--- src/rtl/cluster_event_dispatcher_if.sv ---
// Bundle of the dispatcher's event, wait handshake and status signals.
// The master side belongs to the control unit and cores; the slave side belongs to the dispatcher.
interface cluster_event_dispatcher_if #(
    parameter int CORE_NUM  = 4,
    parameter int CNT_WIDTH = 4
);
    logic                          event_i;
    logic [CORE_NUM-1:0]           fetch_en_i;
    logic [CORE_NUM-1:0]           event_mask_i;
    logic [CORE_NUM-1:0]           wait_req_i;
    logic                          overflow_clr_i;
    logic [CORE_NUM-1:0]           wait_ack_o;
    logic [CORE_NUM-1:0]           clock_en_o;
    logic [CORE_NUM-1:0]           sleeping_o;
    logic [CORE_NUM*CNT_WIDTH-1:0] pending_cnt_o;
    logic [CORE_NUM-1:0]           overflow_o;

    modport master (
        output event_i, fetch_en_i, event_mask_i, wait_req_i, overflow_clr_i,
        input  wait_ack_o, clock_en_o, sleeping_o, pending_cnt_o, overflow_o
    );

    modport slave (
        input  event_i, fetch_en_i, event_mask_i, wait_req_i, overflow_clr_i,
        output wait_ack_o, clock_en_o, sleeping_o, pending_cnt_o, overflow_o
    );
endinterface

--- src/rtl/cluster_event_dispatcher.sv ---
// Per-core software-event dispatcher: saturating pending-event counters and a
// RUN/SLEEP/WAKE wait FSM per core that gates the core clock while it waits.
module cluster_event_dispatcher #(
    parameter int CORE_NUM  = 4,
    parameter int CNT_WIDTH = 4
) (
    input  logic                        clk_i,
    input  logic                        rst_ni,
    cluster_event_dispatcher_if.slave   bus
);

    typedef enum logic [1:0] {
        RUN   = 2'd0,
        SLEEP = 2'd1,
        WAKE  = 2'd2
    } state_t;

    localparam logic [CNT_WIDTH-1:0] CNT_MAX = '1;

    state_t               state_q [CORE_NUM];
    state_t               state_d [CORE_NUM];
    logic [CNT_WIDTH-1:0] cnt_q   [CORE_NUM];
    logic [CNT_WIDTH-1:0] cnt_d   [CORE_NUM];
    logic [CORE_NUM-1:0]  ack_q, ack_d;
    logic [CORE_NUM-1:0]  ovf_q, ovf_d;

    logic [CORE_NUM-1:0]  ev;
    logic [CORE_NUM-1:0]  req;
    logic [CORE_NUM-1:0]  inc;
    logic [CORE_NUM-1:0]  dec;

    logic [CORE_NUM-1:0]           clock_en;
    logic [CORE_NUM-1:0]           sleeping;
    logic [CORE_NUM*CNT_WIDTH-1:0] cnt_flat;

    assign ev  = {CORE_NUM{bus.event_i}} & bus.event_mask_i & bus.fetch_en_i;
    // A request still held during its own ack cycle must not start a second wait.
    assign req = bus.wait_req_i & bus.fetch_en_i & ~ack_q;

    always_ff @(posedge clk_i or negedge rst_ni) begin
        if (!rst_ni) begin
            for (int c = 0; c < CORE_NUM; c++) begin
                state_q[c] <= RUN;
                cnt_q[c]   <= '0;
            end
            ack_q <= '0;
            ovf_q <= '0;
        end else begin
            for (int c = 0; c < CORE_NUM; c++) begin
                state_q[c] <= state_d[c];
                cnt_q[c]   <= cnt_d[c];
            end
            ack_q <= ack_d;
            ovf_q <= ovf_d;
        end
    end

    always_comb begin
        state_d = state_q;
        cnt_d   = cnt_q;
        ack_d   = '0;
        inc     = '0;
        dec     = '0;
        ovf_d   = ovf_q & ~{CORE_NUM{bus.overflow_clr_i}};
        for (int c = 0; c < CORE_NUM; c++) begin
            unique case (state_q[c])
                RUN: begin
                    if (req[c]) begin
                        // An event coinciding with the request is consumed directly.
                        if (ev[c] || cnt_q[c] != '0) begin
                            ack_d[c] = 1'b1;
                            inc[c]   = ev[c];
                            dec[c]   = 1'b1;
                        end else begin
                            state_d[c] = SLEEP;
                        end
                    end else begin
                        inc[c] = ev[c];
                    end
                end
                SLEEP: begin
                    if (ev[c]) begin
                        state_d[c] = WAKE;
                        ack_d[c]   = 1'b1;
                    end
                end
                WAKE: begin
                    state_d[c] = RUN;
                    inc[c]     = ev[c];
                end
                default: state_d[c] = RUN;
            endcase

            if (inc[c] && !dec[c]) begin
                if (cnt_q[c] == CNT_MAX) begin
                    ovf_d[c] = 1'b1;
                end else begin
                    cnt_d[c] = cnt_q[c] + 1'b1;
                end
            end else if (dec[c] && !inc[c]) begin
                cnt_d[c] = cnt_q[c] - 1'b1;
            end

            // A core with fetch disabled is parked in RUN with an empty counter.
            if (!bus.fetch_en_i[c]) begin
                state_d[c] = RUN;
                cnt_d[c]   = '0;
                ack_d[c]   = 1'b0;
            end
        end
    end

    always_comb begin
        clock_en = '0;
        sleeping = '0;
        cnt_flat = '0;
        for (int c = 0; c < CORE_NUM; c++) begin
            clock_en[c]                          = (state_q[c] != SLEEP);
            sleeping[c]                          = (state_q[c] == SLEEP);
            cnt_flat[c*CNT_WIDTH +: CNT_WIDTH]   = cnt_q[c];
        end
    end

    assign bus.wait_ack_o    = ack_q;
    assign bus.clock_en_o    = clock_en;
    assign bus.sleeping_o    = sleeping;
    assign bus.pending_cnt_o = cnt_flat;
    assign bus.overflow_o    = ovf_q;

endmodule

--- src/flat_wrapper.sv ---
// flat-port wrapper written by rule: the top's interface ports become plain ports
module cluster_event_dispatcher_flat 
#(
    parameter int CORE_NUM  = 4,
    parameter int CNT_WIDTH = 4
)
  (clk_i, rst_ni, bus_event_i, bus_fetch_en_i, bus_event_mask_i, bus_wait_req_i, bus_overflow_clr_i, bus_wait_ack_o, bus_clock_en_o, bus_sleeping_o, bus_pending_cnt_o, bus_overflow_o);
  cluster_event_dispatcher_if #(.CORE_NUM(CORE_NUM), .CNT_WIDTH(CNT_WIDTH)) bus_i ();
  input  logic clk_i;
  input  logic rst_ni;
  input wire logic [$bits(bus_i.event_i)-1:0] bus_event_i;
  input wire logic [$bits(bus_i.fetch_en_i)-1:0] bus_fetch_en_i;
  input wire logic [$bits(bus_i.event_mask_i)-1:0] bus_event_mask_i;
  input wire logic [$bits(bus_i.wait_req_i)-1:0] bus_wait_req_i;
  input wire logic [$bits(bus_i.overflow_clr_i)-1:0] bus_overflow_clr_i;
  output wire logic [$bits(bus_i.wait_ack_o)-1:0] bus_wait_ack_o;
  output wire logic [$bits(bus_i.clock_en_o)-1:0] bus_clock_en_o;
  output wire logic [$bits(bus_i.sleeping_o)-1:0] bus_sleeping_o;
  output wire logic [$bits(bus_i.pending_cnt_o)-1:0] bus_pending_cnt_o;
  output wire logic [$bits(bus_i.overflow_o)-1:0] bus_overflow_o;
  assign bus_i.event_i = bus_event_i;
  assign bus_i.fetch_en_i = bus_fetch_en_i;
  assign bus_i.event_mask_i = bus_event_mask_i;
  assign bus_i.wait_req_i = bus_wait_req_i;
  assign bus_i.overflow_clr_i = bus_overflow_clr_i;
  assign bus_wait_ack_o = bus_i.wait_ack_o;
  assign bus_clock_en_o = bus_i.clock_en_o;
  assign bus_sleeping_o = bus_i.sleeping_o;
  assign bus_pending_cnt_o = bus_i.pending_cnt_o;
  assign bus_overflow_o = bus_i.overflow_o;
  cluster_event_dispatcher #(.CORE_NUM(CORE_NUM), .CNT_WIDTH(CNT_WIDTH)) u_core (.clk_i(clk_i), .rst_ni(rst_ni), .bus(bus_i));
endmodule
--- config.mk ---
export PLATFORM = sky130hd
export DESIGN_NAME = cluster_event_dispatcher_flat
export DESIGN_NICKNAME = d
export VERILOG_FILES = /design/src/rtl/cluster_event_dispatcher_if.sv /design/src/rtl/cluster_event_dispatcher.sv /design/src/flat_wrapper.sv
export SDC_FILE = /design/constraint.sdc
export NUM_CORES = 1
export LEC_CHECK = 0
export CAP_MARGIN = 20
export CELL_PAD_IN_SITES_DETAIL_PLACEMENT = 0
export CELL_PAD_IN_SITES_GLOBAL_PLACEMENT = 2
export CORE_ASPECT_RATIO = 0.8
export CORE_MARGIN = 4
export CORE_UTILIZATION = 27
export DETAILED_ROUTE_END_ITERATION = 6
export PLACE_DENSITY = 0.83
export SYNTH_ARGS = -nofsm -noshare
export SYNTH_HDL_FRONTEND = slang
export SYNTH_SLANG_ARGS = --single-unit
--- constraint.sdc ---
create_clock -name clk_i -period 2.16 [get_ports clk_i]
set_input_delay 0.432 -clock clk_i [delete_from_list [all_inputs] [get_ports clk_i]]
set_output_delay 0.432 -clock clk_i [all_outputs]
set_load 0.1 [all_outputs]
==> impl_results.md <==
* Setup CP Type: reg -> reg
* Setup Skew at 0.00423 ns
* Synthesis Warnings at 0
* Placed insts at 372
* Status: complete, no violations
* Width of the die at 103 um
* Via/cell ratio at 4.60
* Syn avg cell area at 9.33 um^2
* Leak at 1.51 nW
* Count of cell types in the netlist at 45
* Crit path DAT at 2.27 ns
* Core area at 0.00699 mm^2
* Net Count, Synth at 239
* I/O pins at 48
* Die height at 84.4 um
* Final total power at 4.49 mW
* GPL Wtd Cong at 0.797
* Multi-input logic area at 0.00117 mm^2
* Clock slew at reported path FFs at 0.07 ns
* Max_cap viols at 0
* EDFF count, synth at 0
* CTS H-Tree Depth at 2
* Setup crit end kind: flip-flop
* Cells after synthesis at 211
* Final hold violation count at 0
* Starting density of the core at 0.281
* WL per Instance at 13.5 um
* Final wirelength at 5.30 mm
* Area growth syn-to-layout at 57.7%
* GRT Overall Usage at 0.130
* Largest net degree at the start of global routing at 33
* Fmax at 0.477 GHz
* WHS at 0.470 ns
* Sequential share of the synthesized area at 0.407
* 1st-pass router iterations at 4
* Post-DRT Antenna Nets at 0
* Clk Latency, worst-skew pair at 0.28 ns
* Relative slew slack at 0.699
* Clk root buf: clkbuf_8
* DR DRC count at 0
* Worst slew pin tran at 0.448 ns
* Number of port buffers at 47
* Period utilization at 0.971
* Slew Viols, Final at 0
* RSZ-0062 raised after global routing: true
* Yosys reg bits at 32
* Fraction of layout cells with a size suffix above 1 at 0.375
* Most frequently used flop master after synthesis: dfrtp_1
* Power per Cell Area at 1450 mW/mm^2
* Worst Hold Class: reg -> reg
* Num Clock Sinks at 32
* Nature of the critical path startpoint: flip-flop
* Non-Filler Instances at 391
* Highest net fanout along the worst path at 3
* Num CTS Buffers at 5
* Vias in the first global route at 1891
* Worst vdd ir at 0.000763 V
* Hold Buf Count CTS at 0
* Die footprint at 0.00873 mm^2
* Global-route wire length before repair at 9.02 mm
* Commonest non-fill, non-tap cell in the layout: buf_4
* Initial antenna violation count at 0
* # fillers at 694
* GR Overflow Total at 0
* Final setup violating endpoints at 0
* Crit path time final at 2.10 ns
* Post-synthesis instance area at 0.00197 mm^2
* Via Count at 1798
* Ys async rst share at 1.00
* ANT cells at 0
* 1st-iter DRT viols at 38
* CTS max path bufs at 2
* TritonCTS clock tree: built
* Crit path required time at 2.33 ns
* Most frequent cells in the layout: 63 x buf_4, 26 x dfrtp_1, 25 x nand2_1, 18 x inv_1, 16 x nor2_1
* Seq. cell area at 818 um^2
* Final HPWL DP at 4.01 mm
* Post-layout util at 0.444
* Nets at 331
* Row count at 27
==> where the power goes <==
group          internal, mW  switching, mW
clock network         0.260          0.230
logic                 0.988           1.98
registers             0.776          0.253
==> registers in the layout, summed over array words and instances, names as in the netlist <==
name / cells
u_core.bus.pending_cnt_o: 16
u_core.state_q: 8
u_core.bus.overflow_o: 4
u_core.bus.wait_ack_o: 4
==> layer usage <==
layer  wire length, um  GRT usage
met5                 0          0
met4                45     0.0282
met3               271     0.0332
met2              2360      0.197
met1              2620      0.185
==> final cells by class <==
cell class | instances | area share
multi-input cells | 151 | 0.377
flip-flops and latches | 32 | 0.264
repair buffers | 88 | 0.261
well taps | 87 | 0.0351
inverters | 25 | 0.0339
clock buffers | 8 | 0.0290
==> synth_stat cells (all sizes together), types with 3 or more instances <==
library cell  number  area, um^2
nand2b             9        56.3
mux2i             13         130
a21o               4        30.0
a21oi              7        35.0
buf                3        15.0
nor2b              5        31.3
xor2               4        35.0
o21ai              5        25.0
nor3               4        20.0
nand4              5        31.3
ha                 8         100
fa                 4        80.1
xnor2              3        33.8
o22ai              6        37.5
nand2             25        93.8
nor2              17        63.8
nor4               3        18.8
dfrtp             32         801
nand3              4        25.0
inv               25        93.8
or4                3        26.3
==> logic make-up (layout without fill, tap and decap cells) <==
group / after synthesis / count (layout) / share of synthesized area
simple gates: 86 / 86 / 0.231
compound gates: 32 / 32 / 0.109
flops: 32 / 32 / 0.407
buf+inv: 28 / 121 / 0.0553
mux: 14 / 14 / 0.0718
fa+ha+maj: 12 / 12 / 0.0915
xor+xnor: 7 / 7 / 0.0350
==> through the flow <==
| stage | area (um^2) | setup slack (ns) | setup TNS, ns |
|---|---|---|---|
| 5_1_grt | 3100 | -0.0438 | -0.0438 |
| 3_3_place_gp | 2840 | -0.473 | -3.88 |
| 3_5_place_dp | 2840 | -0.470 | -4.29 |
| 6_report | 3100 | 0.0620 | 0 |
| 4_1_cts | 3060 | 0.0144 | 0 |
| 2_1_floorplan | 2030 | -0.152 | -0.370 |
==> critical path, cell delays in order (launching register included) <==
cell and delay (ns):
dfrtp_4 0.49, nor4bb_4 0.30, nand2b_1 0.12, nand2_1 0.10, ha_1 0.23, a21o_1 0.17
a21oi_2 0.14, mux2i_1 0.22, xor2_1 0.08, and2_1 0.15
==> path summary, 6_finish.rpt <==
check                                                         from                                       to  slack, ns  cells after the start
worst min-delay path                 u_core.state_q[3]$_DFFE_PN0P_            u_core.state_q[2]$_DFFE_PN0P_       0.47                      1
worst min register to register       u_core.state_q[3]$_DFFE_PN0P_            u_core.state_q[2]$_DFFE_PN0P_       0.47                      1
max in group asynchronous                                   rst_ni       u_core.bus.wait_ack_o[0]$_DFF_PN0_       1.25                      2
worst max register to register  u_core.bus.wait_ack_o[0]$_DFF_PN0_  u_core.bus.pending_cnt_o[3]$_DFFE_PN0P_       0.06                      9
min in group asynchronous                                   rst_ni            u_core.state_q[5]$_DFFE_PN0P_       0.56                      2
worst max-delay path            u_core.bus.wait_ack_o[0]$_DFF_PN0_  u_core.bus.pending_cnt_o[3]$_DFFE_PN0P_       0.06                      9
==> what timing repair did <==
item                                    4_1_cts  5_1_grt
hold endpoints to repair                      0        0
endpoints found under the setup margin        8        6
pin swaps                                     8        2
gates resized for setup                      15        9
buffers inserted                             10        1
(Power assumes the default switching activity.)
